`src/rtl/mux_tree_ctrl.sv`:
```
// mux_tree_ctrl
// Control path for the pipelined packet-memory read mux tree. Takes one read
// request per cycle, delays each level's 2-bit select so it meets the data
// wavefront at that level, and emits a valid/tag strobe aligned with the
// tree's final result. A credit counter bounds outstanding reads to the
// downstream buffer depth, because the tree itself cannot stall.
//
// Ports:
//   clk, rst        clock; asynchronous active-high reset
//   req_valid       request present
//   req_index       source index, digit [2i+1:2i] selects at level i (0 = leaf)
//   req_tag         opaque tag carried with the read
//   req_ready       high while credits remain (registered credits only)
//   sel_bus         per-level 2-bit selects, level i at [2i+1:2i]
//   out_valid       tree result this cycle is a live read
//   out_tag         tag of that read
//   credit_return   one-cycle pulse, downstream freed one slot
//   credits         current credit count
//   err_overflow    sticky, credit returned while already full
module mux_tree_ctrl #(
  parameter int                  N_LEVELS   = 3,
  parameter logic [N_LEVELS-1:0] DELAY_MASK = '1,
  parameter int                  TAG_WIDTH  = 8,
  parameter int                  CREDITS    = 4
) (
  input  logic                             clk,
  input  logic                             rst,
  input  logic                             req_valid,
  input  logic [2*N_LEVELS-1:0]            req_index,
  input  logic [TAG_WIDTH-1:0]             req_tag,
  output logic                             req_ready,
  output logic [2*N_LEVELS-1:0]            sel_bus,
  output logic                             out_valid,
  output logic [TAG_WIDTH-1:0]             out_tag,
  input  logic                             credit_return,
  output logic [$clog2(CREDITS+1)-1:0]     credits,
  output logic                             err_overflow
);

  localparam int CW = $clog2(CREDITS + 1);
  localparam logic [CW-1:0] CRED_MAX = CW'(CREDITS);

  // Number of registered mux levels strictly below level lvl.
  function automatic int unsigned delay_of(int unsigned lvl);
    int unsigned n;
    n = 0;
    for (int unsigned j = 0; j < lvl; j++) begin
      if (DELAY_MASK[j]) n++;
    end
    return n;
  endfunction

  localparam int unsigned L = delay_of(N_LEVELS);

  logic accept;
  logic [TAG_WIDTH-1:0] tag_d;

  logic [CW-1:0] cred_q, cred_d;
  logic          ovf_q, ovf_d;

  assign req_ready = (cred_q != '0);
  assign accept    = req_valid && req_ready;
  assign tag_d     = accept ? req_tag : '0;

  assign credits      = cred_q;
  assign err_overflow = ovf_q;

  // Per-level select: each level keeps only as many stages as it needs.
  for (genvar i = 0; i < N_LEVELS; i++) begin : g_lvl
    localparam int unsigned DI = delay_of(i);
    logic [1:0] dig_d;

    assign dig_d = accept ? req_index[2*i +: 2] : 2'b00;

    if (DI == 0) begin : g_comb
      assign sel_bus[2*i +: 2] = dig_d;
    end else begin : g_reg
      logic [1:0] sh_q [DI];

      always_ff @(posedge clk or posedge rst) begin
        if (rst) begin
          for (int unsigned k = 0; k < DI; k++) sh_q[k] <= '0;
        end else begin
          sh_q[0] <= dig_d;
          for (int unsigned k = 1; k < DI; k++) sh_q[k] <= sh_q[k-1];
        end
      end

      assign sel_bus[2*i +: 2] = sh_q[DI-1];
    end
  end

  // Valid/tag strobe travels alongside the data for the full tree latency.
  if (L == 0) begin : g_out_comb
    assign out_valid = accept;
    assign out_tag   = tag_d;
  end else begin : g_out_reg
    logic                 vld_q [L];
    logic [TAG_WIDTH-1:0] tag_q [L];

    always_ff @(posedge clk or posedge rst) begin
      if (rst) begin
        for (int unsigned k = 0; k < L; k++) begin
          vld_q[k] <= 1'b0;
          tag_q[k] <= '0;
        end
      end else begin
        vld_q[0] <= accept;
        tag_q[0] <= tag_d;
        for (int unsigned k = 1; k < L; k++) begin
          vld_q[k] <= vld_q[k-1];
          tag_q[k] <= tag_q[k-1];
        end
      end
    end

    assign out_valid = vld_q[L-1];
    assign out_tag   = tag_q[L-1];
  end

  // Accept and return in the same cycle cancel. A return while full is
  // dropped and flagged; an accept cannot happen at zero credits.
  always_comb begin
    cred_d = cred_q;
    ovf_d  = ovf_q;
    if (accept && !credit_return) begin
      cred_d = cred_q - 1'b1;
    end else if (!accept && credit_return) begin
      if (cred_q == CRED_MAX) ovf_d = 1'b1;
      else                    cred_d = cred_q + 1'b1;
    end
  end

  always_ff @(posedge clk or posedge rst) begin
    if (rst) begin
      cred_q <= CRED_MAX;
      ovf_q  <= 1'b0;
    end else begin
      cred_q <= cred_d;
      ovf_q  <= ovf_d;
    end
  end

endmodule

```
`config.mk`:
```
export PLATFORM = sky130hd
export DESIGN_NAME = mux_tree_ctrl
export DESIGN_NICKNAME = d
export VERILOG_FILES = /design/src/rtl/mux_tree_ctrl.sv
export SDC_FILE = /design/constraint.sdc
export NUM_CORES = 1
export LEC_CHECK = 0
export CAP_MARGIN = 20
export CORE_MARGIN = 10
export CORE_UTILIZATION = 40
export DETAILED_ROUTE_END_ITERATION = 8
export DONT_BUFFER_PORTS = 1
export PLACE_DENSITY = 0.6
export SLEW_MARGIN = 10
export SYNTH_ARGS = -nofsm -noshare
export SYNTH_HDL_FRONTEND = slang
export SYNTH_SLANG_ARGS = --single-unit
```
`constraint.sdc`:
```
create_clock -name clk -period 2.05 [get_ports clk]
set_clock_uncertainty 0.05 [all_clocks]
set_input_delay 0.1025 -clock clk [delete_from_list [all_inputs] [get_ports clk]]
set_output_delay 0.1025 -clock clk [all_outputs]
set_load 0.05 [all_outputs]
```
Yosys cells after proc, flatten, opt, wreduce, memory -nomap -nowiden. Cells that the tools add are included. Widths: inputs -> output; s select.

Flip-flop bits (word level): 37. Bits of input ports: 18. Output and inout bits: 20. Logic and storage cells: 32.

$add $sub $neg: 2. Equality and inequality tests: 2. Muxes and demuxes: 7. Bitwise gates (word level): 1. Reductions and logical operators: 9.

Operator list (count): $mux 3 (3); $mux 8 (1); $mux 2 (3); $add 3x1->3 const B (1); $eq 3x3->1 const B (1); $logic_and 1x1->1 (3); $reduce_and 3->1 (1); $reduce_bool 3->1 (1); $sub 3x1->3 const B (1); $logic_not 1->1 (2); $ne 2x2->1 const B (1); $reduce_and 2->1 (1); $reduce_bool 2->1 (1); $not 1->1 (1).

Depth between registers and ports, before layout.
Depth in word-level cells: 6. Mapped depth: 8. Mapped depth without buffers: 8.

Worst setup path before layout. Ideal clock, no wire load.

Path kind: register -> register. From: register cred_q[0] (netlist: credits[0]). To: register cred_q[2] (netlist: credits[2]). Setup time: 0.098 ns. Arrival: 2.278 ns. Required time: 1.902 ns. Slack: -0.376 ns. Stages on the path, launching flop included: 9. Buffers on the path: 0. Period minus slack after synthesis: 2.426 ns. Cell sequence: dfrtp_1 > or3_4 > and2_2 > ha_1 > inv_1 > fa_1 > or2_2 > o21ai_0 > a31oi_1.

Cells in the longest elaborated chain, start to end: 6. Elaborated cells between the ends (all ways): 14. Those cells by class: 2 x add/sub; 2 x eq/ne; 3 x mux; 7 x reduce/logical.

Ends and longest elaborated chain: from (decl) (RTL line 58) `logic [CW-1:0] cred_q, cred_d;`; from (signal assigned) (RTL line 139) `cred_q <= cred_d;`; $reduce_bool 3->1 * (RTL line 61) `assign req_ready = (cred_q != '0);`; $logic_and 1x1->1 * (RTL line 62) `assign accept = req_valid && req_ready;`; net accept (RTL line 55) `logic accept;`; $logic_not 1->1 (RTL line 128) `end else if (!accept && credit_return) begin`; $logic_and 1x1->1 (RTL line 128); $reduce_bool 2->1 (no source line); $reduce_and 2->1 (no source line).

The timed path passes the listed nets; every way through them passes the cells marked *. The select of a mux whose other input is x is not followed. A chain may end at the register's enable or synchronous reset.

Worst setup path in the final report.
From: register cred_q[2] (netlist: credits[2]). To: register cred_q[2] (netlist: credits[2]).

The elaborated chain is that of the path after synthesis.

==> out/qor.txt <==
First-pass DRT Iterations: 4
Final wirelength: 2320 microns
Site Rows: 20
Fin. max-slew vios: 0
Die height: 76.7 microns
Clk pin slew, worst setup/hold paths: 0.10 ns
Setup crit start kind: register
Worst EP arrival: 2.24 ns
Dpl cells: 126
Relative slew slack: 0.668
Slew @ Worst Pin: 0.498 ns
GR Layer Usage met1: 0.0821
Filler cells: 279
Final Net Count: 125
Gr usage total: 0.0804
Max IR drop VDD: 0.593 mV
Synth Area in Compound Gates: 0.0418
Crit-path max FO: 3
Initial Util: 0.418
Number of global-route vias before repair: 742
Final setup vio count: 0
Synth Flop Type: dfrtp_1
Ys async rst share: 1.00
Top cells by area, synth: dfrtp_1 70%, buf_4 5.8%, and3_1 4.4%
Multiplexer share of the synthesized area: 0
Starting DRT DRC Count: 29
Fin. Hold Viols: 0
RSZ-0062 raised after global routing: yes
Top cell type's share of synthesized area: 0.700
Busiest layer in global routing: met2
Area Overhead vs Synth: 19.0%
Number of distinct library cells after synthesis: 23
Adder-cell share of the synthesized area: 0.0350
Antenna diodes: 0
Tmin final: 2.04 ns
Sink Count: 37
Share of layout cells above drive strength 1: 0.279
CTS buffer count: 5
Xor/xnor cell area share of the yosys netlist: 0.00681
Die area: 5880 sq um
# DRC: 0
Post-detail-place hpwl: 1630 microns
Final Util: 0.497
Clock Tree Buf Depth: 2
Power per cell area: 1330 nW/um^2
Vias per std cell: 4.52
Mapped Cells: 88
Final Non-Filler Cells: 148
Area leader, netlist: dfrtp_1
Number of synthesized flops with an enable pin: 0
Synthesis Warnings: 0
Crit Path Category: register to register
Antenna Nets Post-Route: 0
GR Util met2: 0.131
Vias post-DR: 669
Drt wl/cell: 15.7 microns
Crit path capture type: register
CTS H-tree depth: 2
Fmax: 0.491 GHz
First-pass GRT wire length: 3730 microns
GPL Wtd Cong: 0.741
Worst EP required: 2.25 ns
Fin crit share: 0.993
Avg Cell Area, Syn: 14.6 sq um
Core area: 3080 sq um
Status: finished clean
TritonCTS clock tree: yes
# IOs: 38
GR Util met3: 0.0443
Gr ovfl total: 0
Max Cap Viol: 0
Sequential-to-total area share from yosys stat: 0.721
Post-synthesis simple-gate area fraction: 0.105
Root buffer cell: clkbuf_4
Syn nets: 109
Later-pin clock latency in the skew report: 0.32 ns
Yosys reg bits: 37
Largest family of logic cells by synthesized area: simple AND/OR/NAND/NOR gates
Mapped Area: 1290 sq um
Pleak: 0.763 nW
Worst Hold Class: input pin to register
IO buf count: 0
Largest net degree at the start of global routing: 26
Die width: 76.7 microns
Initial antenna violation count: 0
==> stage by stage <==
stage | setup TNS (ns) | instance area, sq um | total power, mW | hold WS (ns) | setup slack (ns)
after global placement | 0 | 1320 | 1.62 | -0.0260 | 0.0614
after global routing | -0.0373 | 1530 | 2.15 | 0.0322 | -0.0373
after detailed placement | -0.0729 | 1320 | 1.66 | -0.0103 | -0.0729
after floorplan | -0.102 | 1310 | 1.56 | 0.212 | -0.102
final | 0 | 1530 | 2.04 | 0.0542 | 0.0141
after CTS | 0 | 1530 | 2.07 | 0.0443 | 0.0129
==> state kept, by name (all words and copies together) (netlist names) <==
name,flops
g_out_reg.tag_q,16
g_out_reg.vld_q,2
err_overflow,1
g_lvl.g_reg.sh_q,4
out_tag,8
sel_bus,2
credits,3
out_valid,1
==> area by class of cell <==
cell class	count	area (sq um)	share of cell area
clock buffers	7	55.1	0.0360
well taps	44	55.1	0.0360
flip-flops and latches	37	933	0.610
multi-input cells	32	265	0.173
inverters	7	28.8	0.0188
repair buffers	21	193	0.126
==> cells in the mapped netlist, types with 2 or more instances <==
cell and count:
buf_4 10, and3_1 9, ha_1 2, and3_2 5, dfrtp_1 36, a21oi_1 3
inv_1 7
==> worst max-delay path, stage by stage (launching register included) <==
cell     delay (ns)
dfstp_4        0.62
or3_4          0.11
and2_4         0.15
ha_4           0.15
inv_4          0.04
fa_2           0.36
or2_4          0.24
o21ai_2        0.13
a31oi_1        0.11
==> cells by family (layout without fill, tap and decap cells) <==
| logic type | Yosys count | in the layout |
|---|---|---|
| adders and majority gates | 3 | 3 |
| AOI/OAI and AO/OA | 8 | 8 |
| buffers and inverters | 19 | 35 |
| xor gates and xnor gates | 1 | 1 |
| and+or+nand+nor | 20 | 20 |
| DFF | 37 | 37 |
==> cells in the final DEF (no fill, tap or decap) <==
master,instances
a21o_1,1
a21oi_1,3
a311oi_1,1
a31oi_1,1
a41o_2,1
and2_4,1
and3_1,9
and3_2,5
buf_4,7
clkbuf_1,1
clkbuf_4,5
clkbuf_8,1
dfrtp_1,34
dfrtp_2,2
dfstp_4,1
dlygate4sd3_1,14
fa_2,1
ha_1,1
ha_4,1
inv_1,6
inv_4,1
nand2_1,1
nor2_1,1
o21ai_2,1
or2_4,1
or3_4,1
or3b_1,1
xnor2_1,1
==> path summary, 6_finish.rpt <==
kind | from | to | slack, ns | cells past startpoint
max | credits[2]$_DFFE_PP1P_ | credits[2]$_DFFE_PP1P_ | 0.01 | 8
min | credit_return | err_overflow$_DFFE_PP0P_ | 0.05 | 2
max reg2reg | credits[2]$_DFFE_PP1P_ | credits[2]$_DFFE_PP1P_ | 0.01 | 8
min reg2reg | g_out_reg.tag_q[14]$_DFF_PP0_ | out_tag[6]$_DFF_PP0_ | 0.31 | 0
max in group asynchronous | rst | sel_bus[5]$_DFF_PP0_ | 1.10 | 3
min in group asynchronous | rst | g_out_reg.tag_q[23]$_DFF_PP0_ | 0.17 | 2
==> per-layer routing <==
metal / vias up / routed length, microns
met5: - / 0
met4: 0 / 44
met3: 5 / 216
met2: 27 / 1190
met1: 327 / 864
li1: 310 / -
==> where the power goes <==
part | switching (mW) | total [mW] | leakage (nW) | internal (mW)
Clock | 0.210 | 0.371 | 0.0314 | 0.162
Combinational | 0.368 | 0.582 | 0.263 | 0.214
Sequential | 0.215 | 1.09 | 0.469 | 0.873
==> what timing repair did <==
action / 4_1_cts / 5_1_grt
cloned: 0 / 0
hold endpoints to repair: 25 / 0
endpoints found under the setup margin: 1 / 1
hold buffers: 14 / 0
gates resized for setup: 1 / 0
buffers inserted: 1 / 0
pin swaps: 3 / 0
Power figures use the tool's default switching activity.
